==> src/rtl/tdma_txq_dispatch.sv <==
// tdma_txq_dispatch: round-robin multi-queue TX descriptor dispatcher writing ath9k TXDP over IPIC-lite.
// Optional TDMA_SLOT_GATE_EN adds slot_open gating and a slot_miss_cnt counter.
module tdma_txq_dispatch #(
  parameter int NUM_CH = 2,
  parameter int CH_W = 3,
  parameter int ADDR_WIDTH = 32,
  parameter int DATA_WIDTH = 32,
  parameter int CNT_WIDTH = 5,
  parameter logic [ADDR_WIDTH-1:0] ATH9K_BASE = 32'h6000_0000,
  parameter logic [ADDR_WIDTH-1:0] TXDP_BASE = 32'h0000_0800,
  parameter logic [4*NUM_CH-1:0] QNUM_MAP = {4'd1, 4'd6}
) (
  input  logic                           clk,
  input  logic                           reset_n,
  input  logic [NUM_CH-1:0]              send_req,
  input  logic [NUM_CH-1:0]              ovf_clr,
  input  logic [NUM_CH*DATA_WIDTH-1:0]   desc_dread,
  input  logic [NUM_CH-1:0]              desc_valid,
  output logic [NUM_CH-1:0]              desc_rd_en,
  output logic                           recycle_wr_start,
  output logic [DATA_WIDTH-1:0]          recycle_wr_data,
  output logic [CH_W-1:0]                recycle_ch,
  input  logic                           recycle_wr_done,
  input  logic                           irq_busy,
  input  logic [3:0]                     curr_ipic_lite_state,
  output logic [2:0]                     ipic_type_lite,
  output logic                           ipic_start_lite,
  input  logic                           ipic_ack_lite,
  input  logic                           ipic_done_lite_wire,
  output logic [ADDR_WIDTH-1:0]          write_addr_lite,
  output logic [DATA_WIDTH-1:0]          write_data_lite,
  output logic [NUM_CH*CNT_WIDTH-1:0]    pending_cnt,
  output logic [NUM_CH-1:0]              ovf_flag,
`ifdef TDMA_SLOT_GATE_EN
  input  logic                           slot_open,
  output logic [15:0]                    slot_miss_cnt,
`endif
  output logic                           busy
);
  typedef enum logic [1:0] {IDLE, POP, ACK, DONE} state_t;
  state_t state, next;
  logic [NUM_CH-1:0] req_q, rise, eligible, gnt_vec;
  logic [CNT_WIDTH-1:0] cnt [NUM_CH];
  logic [CH_W-1:0] last_grant, gnt;
  logic [DATA_WIDTH-1:0] head;
  logic [3:0] qnum;
  logic found, grant, both, gate, seen_lite, seen_rc;
`ifdef TDMA_SLOT_GATE_EN
  assign gate = slot_open;
  always_ff @(posedge clk or negedge reset_n)
    if (!reset_n) slot_miss_cnt <= '0;
    else if ((|pending_cnt) && !slot_open) slot_miss_cnt <= slot_miss_cnt + 16'd1;
`else
  assign gate = 1'b1;
`endif
  assign rise = send_req & ~req_q;
  assign grant = (state == IDLE) & found;
  assign gnt_vec = grant ? NUM_CH'(1) << gnt : '0;
  assign both = (seen_lite | ipic_done_lite_wire) & (seen_rc | recycle_wr_done);
  assign busy = state != IDLE;
  for (genvar c = 0; c < NUM_CH; c++) begin : g_ch
    assign cnt[c] = pending_cnt[c*CNT_WIDTH +: CNT_WIDTH];
    assign eligible[c] = (cnt[c] != '0) & desc_valid[c] & ~irq_busy & gate;
  end
  // Offset-major search so the channel after last_grant wins ties
  always_comb begin
    found = 1'b0;
    gnt = '0;
    for (int i = 1; i <= NUM_CH; i++)
      for (int c = 0; c < NUM_CH; c++)
        if (!found && eligible[c] && CH_W'((int'(last_grant) + i) % NUM_CH) == CH_W'(c)) begin
          found = 1'b1;
          gnt = CH_W'(c);
        end
  end
  always_comb begin
    head = '0;
    qnum = '0;
    for (int c = 0; c < NUM_CH; c++)
      if (gnt == CH_W'(c)) begin
        head = desc_dread[c*DATA_WIDTH +: DATA_WIDTH];
        qnum = QNUM_MAP[c*4 +: 4];
      end
  end
  always_comb begin
    next = state;
    case (state)
      IDLE: next = found ? POP : IDLE;
      POP:  next = (curr_ipic_lite_state == 4'd0) ? ACK : POP;
      ACK:  next = ipic_ack_lite ? DONE : ACK;
      DONE: next = both ? IDLE : DONE;
      default: next = IDLE;
    endcase
  end
  always_ff @(posedge clk or negedge reset_n)
    if (!reset_n) state <= IDLE;
    else state <= next;
  always_ff @(posedge clk or negedge reset_n)
    if (!reset_n) begin
      req_q <= '0;
      pending_cnt <= '0;
      ovf_flag <= '0;
    end else begin
      req_q <= send_req;
      for (int c = 0; c < NUM_CH; c++) begin
        if (rise[c] && !gnt_vec[c])
          pending_cnt[c*CNT_WIDTH +: CNT_WIDTH] <= (&cnt[c]) ? cnt[c] : cnt[c] + 1'b1;
        else if (gnt_vec[c] && !rise[c])
          pending_cnt[c*CNT_WIDTH +: CNT_WIDTH] <= cnt[c] - 1'b1;
        ovf_flag[c] <= (rise[c] & ~gnt_vec[c] & (&cnt[c])) | (ovf_flag[c] & ~ovf_clr[c]);
      end
    end
  always_ff @(posedge clk or negedge reset_n)
    if (!reset_n) begin
      last_grant <= CH_W'(NUM_CH - 1);
      desc_rd_en <= '0;
      write_data_lite <= '0;
      recycle_wr_data <= '0;
      write_addr_lite <= '0;
      recycle_ch <= '0;
      ipic_type_lite <= '0;
      ipic_start_lite <= 1'b0;
      recycle_wr_start <= 1'b0;
      seen_lite <= 1'b0;
      seen_rc <= 1'b0;
    end else begin
      desc_rd_en <= gnt_vec;
      if (grant) begin
        last_grant <= gnt;
        write_data_lite <= head;
        recycle_wr_data <= head;
        write_addr_lite <= ATH9K_BASE + TXDP_BASE + ADDR_WIDTH'({qnum, 2'b00});
        recycle_ch <= gnt;
        ipic_type_lite <= 3'd3;
      end
      if (state == POP && next == ACK) begin
        ipic_start_lite <= 1'b1;
        recycle_wr_start <= 1'b1;
      end else if (state == ACK && ipic_ack_lite) begin
        ipic_start_lite <= 1'b0;
        recycle_wr_start <= 1'b0;
      end
      seen_lite <= (state == DONE) & ~both & (seen_lite | ipic_done_lite_wire);
      seen_rc <= (state == DONE) & ~both & (seen_rc | recycle_wr_done);
    end
endmodule

==> config.mk <==
export PLATFORM = sky130hd
export DESIGN_NAME = tdma_txq_dispatch
export DESIGN_NICKNAME = d
export VERILOG_FILES = /design/src/rtl/tdma_txq_dispatch.sv
export SDC_FILE = /design/constraint.sdc
export NUM_CORES = 1
export LEC_CHECK = 0
export BUFFER_PORTS_ARGS = -buffer_cell sky130_fd_sc_hd__buf_2
export CELL_PAD_IN_SITES_DETAIL_PLACEMENT = 1
export CELL_PAD_IN_SITES_GLOBAL_PLACEMENT = 1
export CORE_ASPECT_RATIO = 1.1
export CORE_UTILIZATION = 31
export DETAILED_ROUTE_END_ITERATION = 8
export GPL_TIMING_DRIVEN = 0
export PLACE_DENSITY = 0.9
export SLEW_MARGIN = 20
export SYNTH_ARGS = -nofsm -noshare
export SYNTH_HDL_FRONTEND = slang
export SYNTH_SLANG_ARGS = --single-unit
==> constraint.sdc <==
create_clock -name clk -period 3.85 [get_ports clk]
set_input_delay 0.77 -clock clk [delete_from_list [all_inputs] [get_ports clk]]
set_output_delay 0.77 -clock clk [all_outputs]
set_load 0.01 [all_outputs]
======== After elaboration in Yosys (flattened, before gate mapping) ========
Index checks and enable logic that the tools add are counted.
W data, S select, Z words.
storage, ports and cells
  input bits .............................. 80
  flip-flop bits (word level) ............. 88
  logic and storage cells ................. 120
operators by class
  shifts and indexed selects .............. 1
  reductions and logical operators ........ 35
  eq/ne operators ......................... 9
  mux-type cells .......................... 25
  add/subtract/negate cells ............... 7
  bitwise gates (word level) .............. 29
operator list
  cell                     number
  $mux W32                 2
  $add A31 B6 Y32 const A  1
  $mux W5                  6
  $and A1 B1 Y1            15
  $logic_and A1 B1 Y1      13
  $mux W1                  11
  $add A5 B1 Y5 const B    2
  $eq A2 B2 Y1 const B     5
  $reduce_and A5 Y1        2
  $reduce_bool A5 Y1       2
  $sub A5 B1 Y5 const B    2
  $logic_not A3 Y1         3
  $pmux W2 S4              1
  $reduce_bool A2 Y1       4
  $logic_not A1 Y1         7
  $mux W2                  3
  $not A1 Y1               6
  $logic_not A4 Y1         1
  $mux W4                  1
  $ne A2 B2 Y1 const B     2
  $or A1 B1 Y1             4
  $reduce_and A2 Y1        2
  $mux W3                  1
  $add A1 B1 Y1 const B    2
  other kinds (7)          8

======== Longest topological paths before layout ========
  word-level depth ........................ 23
  mapped depth ............................ 12
  mapped depth without buffers ............ 11

======== Worst setup path before layout ========
Ideal clock, no wire load.
  path type ............................... input port to flip-flop
  start point ............................. input irq_busy
  end point ............................... register pending_cnt[4]
  data arrival time ....................... 2.852 ns
  required time ........................... 3.771 ns
  stages on the path ...................... 12
  slack ................................... 0.919 ns
  cells stage by stage .................... nand2b_1 a21oi_1 o211a_1 buf_4 nand2b_1 inv_1 fa_1 nand2b_1 a21oi_1 nand3_1 o22ai_1 xor2_1
between the ends
  word-level cells in the longest chain between the ends .. 22
ends and longest elaborated chain
  element                                                              RTL line  text
  from (decl)                                                          24        input logic irq_busy,
  $not A1 Y1 *                                                         63        assign eligible[c] = (cnt[c] != '0) & desc_valid[c] & ~irq_busy & gate;
  $and A1 B1 Y1                                                        63
  $logic_and A1 B1 Y1                                                  71        if (!found && eligible[c] && CH_W'((int'(last_grant) + i) % NUM_CH) == CH_W'(c)) begin
  $mux W1                                                              71
  $logic_not A1 Y1                                                     71
  $logic_and A1 B1 Y1 (2 in series)                                    71
  $mux W1                                                              71
  $logic_not A1 Y1                                                     71
  [4 not listed]                                                       n/a
  $logic_and A1 B1 Y1 (2 in series)                                    71
  $mux W1                                                              71
  $shl A1 B1 Y2 or $and A1 B1 Y1 (tied branches)                       58, 57
  $mux W2 *                                                            58        assign gnt_vec = grant ? NUM_CH'(1) << gnt : '0;
  $logic_not A1 Y1                                                     106       if (rise[c] && !gnt_vec[c])
  $logic_and A1 B1 Y1                                                  106
  $ne A2 B2 Y1 (no source line) or $reduce_bool A2 Y1 (tied branches)  n/a
  $reduce_and A2 Y1 (no source line)                                   n/a
  to (signal, indexed assignment)                                      107       pending_cnt[c*CNT_WIDTH +: CNT_WIDTH] <= (&cnt[c]) ? cnt[c] : cnt[c] + 1'b1;
  to (signal, indexed assignment)                                      109       pending_cnt[c*CNT_WIDTH +: CNT_WIDTH] <= cnt[c] - 1'b1;
  to (decl)                                                            32        output logic [NUM_CH*CNT_WIDTH-1:0] pending_cnt,
Every way passes the cells marked *; elsewhere a longest branch is shown, timed or not.
A chain may end at the register's enable or synchronous reset.

======== Worst setup path in the final report ========
  start point ............................. register pending_cnt[5]
  end point ............................... register pending_cnt[4]
between the ends
  word-level cells in the longest chain between the ends .. 20
ends and longest elaborated chain
  element                                                              RTL line
  $reduce_bool A5 Y1 *                                                 63
  $and A1 B1 Y1 * (2 in series)                                        63
  $logic_and A1 B1 Y1 (2 in series)                                    71
  $mux W1                                                              71
  $logic_not A1 Y1                                                     71
  $logic_and A1 B1 Y1 (2 in series)                                    71
  $mux W1                                                              71
  $logic_not A1 Y1                                                     71
  $logic_and A1 B1 Y1 (2 in series)                                    71
  $mux W1                                                              71
  $shl A1 B1 Y2 or $and A1 B1 Y1 (tied branches)                       58, 57
  $mux W2 *                                                            58
  $logic_not A1 Y1                                                     106
  $logic_and A1 B1 Y1                                                  106
  $ne A2 B2 Y1 (no source line) or $reduce_bool A2 Y1 (tied branches)  n/a
  $reduce_and A2 Y1 (no source line)                                   n/a
Marked as above.

==> results.py <==
metrics = {
    "power": {
        "clkPwrFrac_pct": 19.2,
        "swShare_pct": 37.77,
        "leakagePower_nw": 2.599,
        "p_per_area_mw_per_mm2": 748.9,
        "sequentialPowerShare_pct": 32.9,
        "power.internal_w": 0.002092,
        "p_switching_w": 0.001270,
        "vdd_drop_max_uv": 292.2,
        "comb_power_share_pct": 47.9,
        "p_total_w": 0.003362,
    },
    "placed_design": {
        "place.gp.congestion": 0.7966,
        "dp_hpwl_um": 7241,
        "placed_area_mm2": 0.004260,
        "io_buffers": 169,
    },
    "job": {
        "maxCapViolations": 0,
    },
    "grt": {
        "gr-usage-all-layers_pct": 17.89,
        "grt_max_degree": 58,
        "grt_pass1_vias": 2996,
        "overflow": 0,
        "gr-usage-met3_pct": 3.766,
        "grt_use_met2_pct": 34.61,
        "grt_first_pass_wirelength_um": 14640,
        "busiest_layer": "met2",
        "grt_use_met1_pct": 19.27,
        "antenna_found_initial": 0,
    },
    "setup_path": {
        "endpoint_kind": "flip-flop",
        "path_class": "flip-flop to flip-flop",
        "critPathLaunchType": "flip-flop",
        "crit_fanout": 10,
        "required_ns": 4.10,
        "r2r_cells": 12,
        "cp.arrival_ns": 3.55,
    },
    "die": {
        "fp.dieW_um": 98.22,
        "rows": 38,
        "num_io_pins": 199,
        "die_h_um": 107.8,
        "dieArea_mm2": 0.01059,
        "coreArea_mm2": 0.009889,
        "start_util_pct": 31.92,
    },
    "drt": {
        "vias": 2932,
        "ant_nets": 0,
        "drc": 15,
        "via_per_inst": 4.632,
        "dr.pass1.iters": 9,
        "wl_per_cell_um": 14.96,
        "drt-total-wl_um": 9469,
        "first_iter_violations": 205,
    },
    "cts": {
        "clockBufferDepth": 2,
        "cts_hold_buf": 0,
        "clk_latency_ns": 0.33,
        "cts_buffers": 9,
        "cts_tree": "built",
        "htree_levels": 3,
        "cts_sinks": 57,
        "clk_pin_slew_ns": 0.07,
        "ctsRootBufferMaster": "clkbuf_8",
        "post_cts.repair.setup_buffers": 0,
        "cts-resized-gates": 0,
    },
    "outcome": {
        "violations": "DRC",
        "status": "finished, violations left",
    },
    "timing": {
        "slew_violations": 0,
        "fmax_mhz": 303.3,
        "worst_pin_slew_ns": 0.7363,
        "hold_viol": 0,
        "tns_ns": 0,
        "hold_ws_ns": 0.4898,
        "fin_skew_ns": 0.009236,
        "rsz0062_at_grt": "no",
        "slew_headroom_pct": 50.91,
        "finalCriticalPeriod_ns": 3.297,
        "setup_viol": 0,
        "period_share_pct": 85.64,
    },
    "synthesis": {
        "synth_area_leader_cell": "dfrtp_1",
        "synthTopCellsByArea": "dfrtp_1 (44%), buf_4 (17%), a222oi_1 (10%)",
        "ys_ff_latch": 57,
        "synth_area_mm2": 0.003157,
        "syn_inst": 300,
        "synth.avg_cell_area_um2": 10.52,
        "yosysWarningCount": 0,
        "synth_async_sr_flop_share_pct": 100.0,
        "synth_top_area_share_pct": 44.39,
        "synth_flop_cell": "dfrtp_1",
        "synth_edf_count": 0,
        "synth_cell_types": 40,
        "ys_seq_area_share_pct": 45.22,
    },
    "layout": {
        "layout-drive-gt1-share_pct": 53.22,
        "final_core_utilization_pct": 45.39,
        "insertedDiodeCount": 0,
        "fin_area_mm2": 0.004489,
        "fillerInstances": 1193,
        "seqCellArea_mm2": 0.001428,
        "multi_input_area_mm2": 0.001089,
        "syn_to_final_growth_pct": 42.21,
        "final_nets": 596,
    },
    "hold_path": {
        "hold_class": "primary input to async pin",
    },
}
power groups by stage:
| stage | sequential, W | clock (W) | combinational, W |
|---|---|---|---|
| final | 0.00110 | 0.000647 | 0.00161 |
| after global routing | 0.00114 | 0.000696 | 0.00176 |
| after CTS | 0.00111 | 0.000672 | 0.00163 |
| after detailed placement | 0.00111 | 0 | 0.00162 |
| after global placement | 0.00109 | 0 | 0.00154 |
| after floorplan | 0.00117 | 0 | 0.000918 |
final timing paths:
check / startpoint / end / slack (ns)
max reg2reg: pending_cnt[5]$_DFFE_PN0P_ / pending_cnt[4]$_DFFE_PN0P_ / 0.55
min in group clk: last_grant[0]$_DFFE_PN1N_ / last_grant[0]$_DFFE_PN1N_ / 0.50
max: pending_cnt[5]$_DFFE_PN0P_ / pending_cnt[4]$_DFFE_PN0P_ / 0.55
max in group asynchronous: reset_n / write_data_lite[13]$_DFFE_PN0N_ / 2.86
min reg2reg: last_grant[0]$_DFFE_PN1N_ / last_grant[0]$_DFFE_PN1N_ / 0.50
min: reset_n / write_data_lite[27]$_DFFE_PN0N_ / 0.49
critical path, cell delays in order, from the launching register on:
cell and delay, ns:
dfrtp_1 0.46, or4_4 0.58, o21ai_4 0.17, o211a_1 0.21, buf_4 0.20, nand2b_1 0.24
inv_1 0.08, fa_1 0.41, nand2b_1 0.19, a21oi_1 0.22, nand3_1 0.11, o22ai_1 0.20
xor2_1 0.15
state kept, by name, summed over array words and instances, names as in the netlist:
name,flops
ovf_flag,2
ipic_start_lite,1
write_addr_lite,3
pending_cnt,10
seen_rc,1
state,2
seen_lite,1
last_grant,1
req_q,2
desc_rd_en,2
write_data_lite,32
per-stage QoR:
step	instances	setup slack, ns
floorplan	328	0.9192
global placement	617	0.5432
detailed placement	617	0.3929
CTS	633	0.5191
global route	633	0.3494
finish	633	0.5530
logic make-up (layout without fill, tap and decap cells):
family / after synthesis / count (layout) / share of synthesized area [%]
muxes: 5 / 5 / 1.665
adders and majority gates: 8 / 8 / 3.646
xor gates and xnor gates: 8 / 8 / 2.219
other: 1 / 29 / 0.1188
buffers and inverters: 122 / 307 / 23.62
and+or+nand+nor: 33 / 33 / 5.629
AOI/OAI and AO/OA: 66 / 66 / 17.88
DFF: 57 / 57 / 45.22
routing by layer:
layer  share of wire [%]  vias to the layer above
li1                    -                     1376
met1                  37                     1419
met2                  55                      126
met3                 7.0                       11
met4                0.97                        0
met5                   0                        -
Yosys cell counts, drive strengths merged (2+ instances only):
| cell | instances |
|---|---|
| o21ai | 8 |
| mux2 | 2 |
| nand2b | 6 |
| nand2 | 4 |
| inv | 43 |
| nand3 | 4 |
| buf | 79 |
| a222oi | 32 |
| a22oi | 2 |
| a21oi | 10 |
| dfrtp | 56 |
| ha | 6 |
| a21o | 3 |
| nor2 | 9 |
| o22ai | 2 |
| xnor2 | 4 |
| nor2b | 2 |
| nor4 | 2 |
| xor2 | 4 |
| mux2i | 3 |
| fa | 2 |
| o22a | 3 |
cell usage in the layout (no fill, tap or decap), drive strengths merged, types with 2 or more instances in the layout:
cell	count
buf	248
dfrtp	56
inv	43
a222oi	32
conb	29
clkbuf	11
a21oi	10
nor2	9
o21ai	8
nand2b	6
ha	6
nand2	4
nand3	4
xor2	4
xnor2	4
a21o	3
mux2i	3
o22a	3
nor2b	2
nor4	2
o22ai	2
mux2	2
a22oi	2
fa	2
clkinv	2
bufinv	2
layout make-up:
cell class	count	area share, %
inverters	43	3.595
flip-flops and latches	57	31.80
well taps	120	3.344
repair buffers	169	18.90
multi-input cells	149	24.25
clock inverters	5	1.728
clock buffers	11	3.372
plain buffers	79	13.02
No activity file was read; power rests on OpenSTA's default activity.
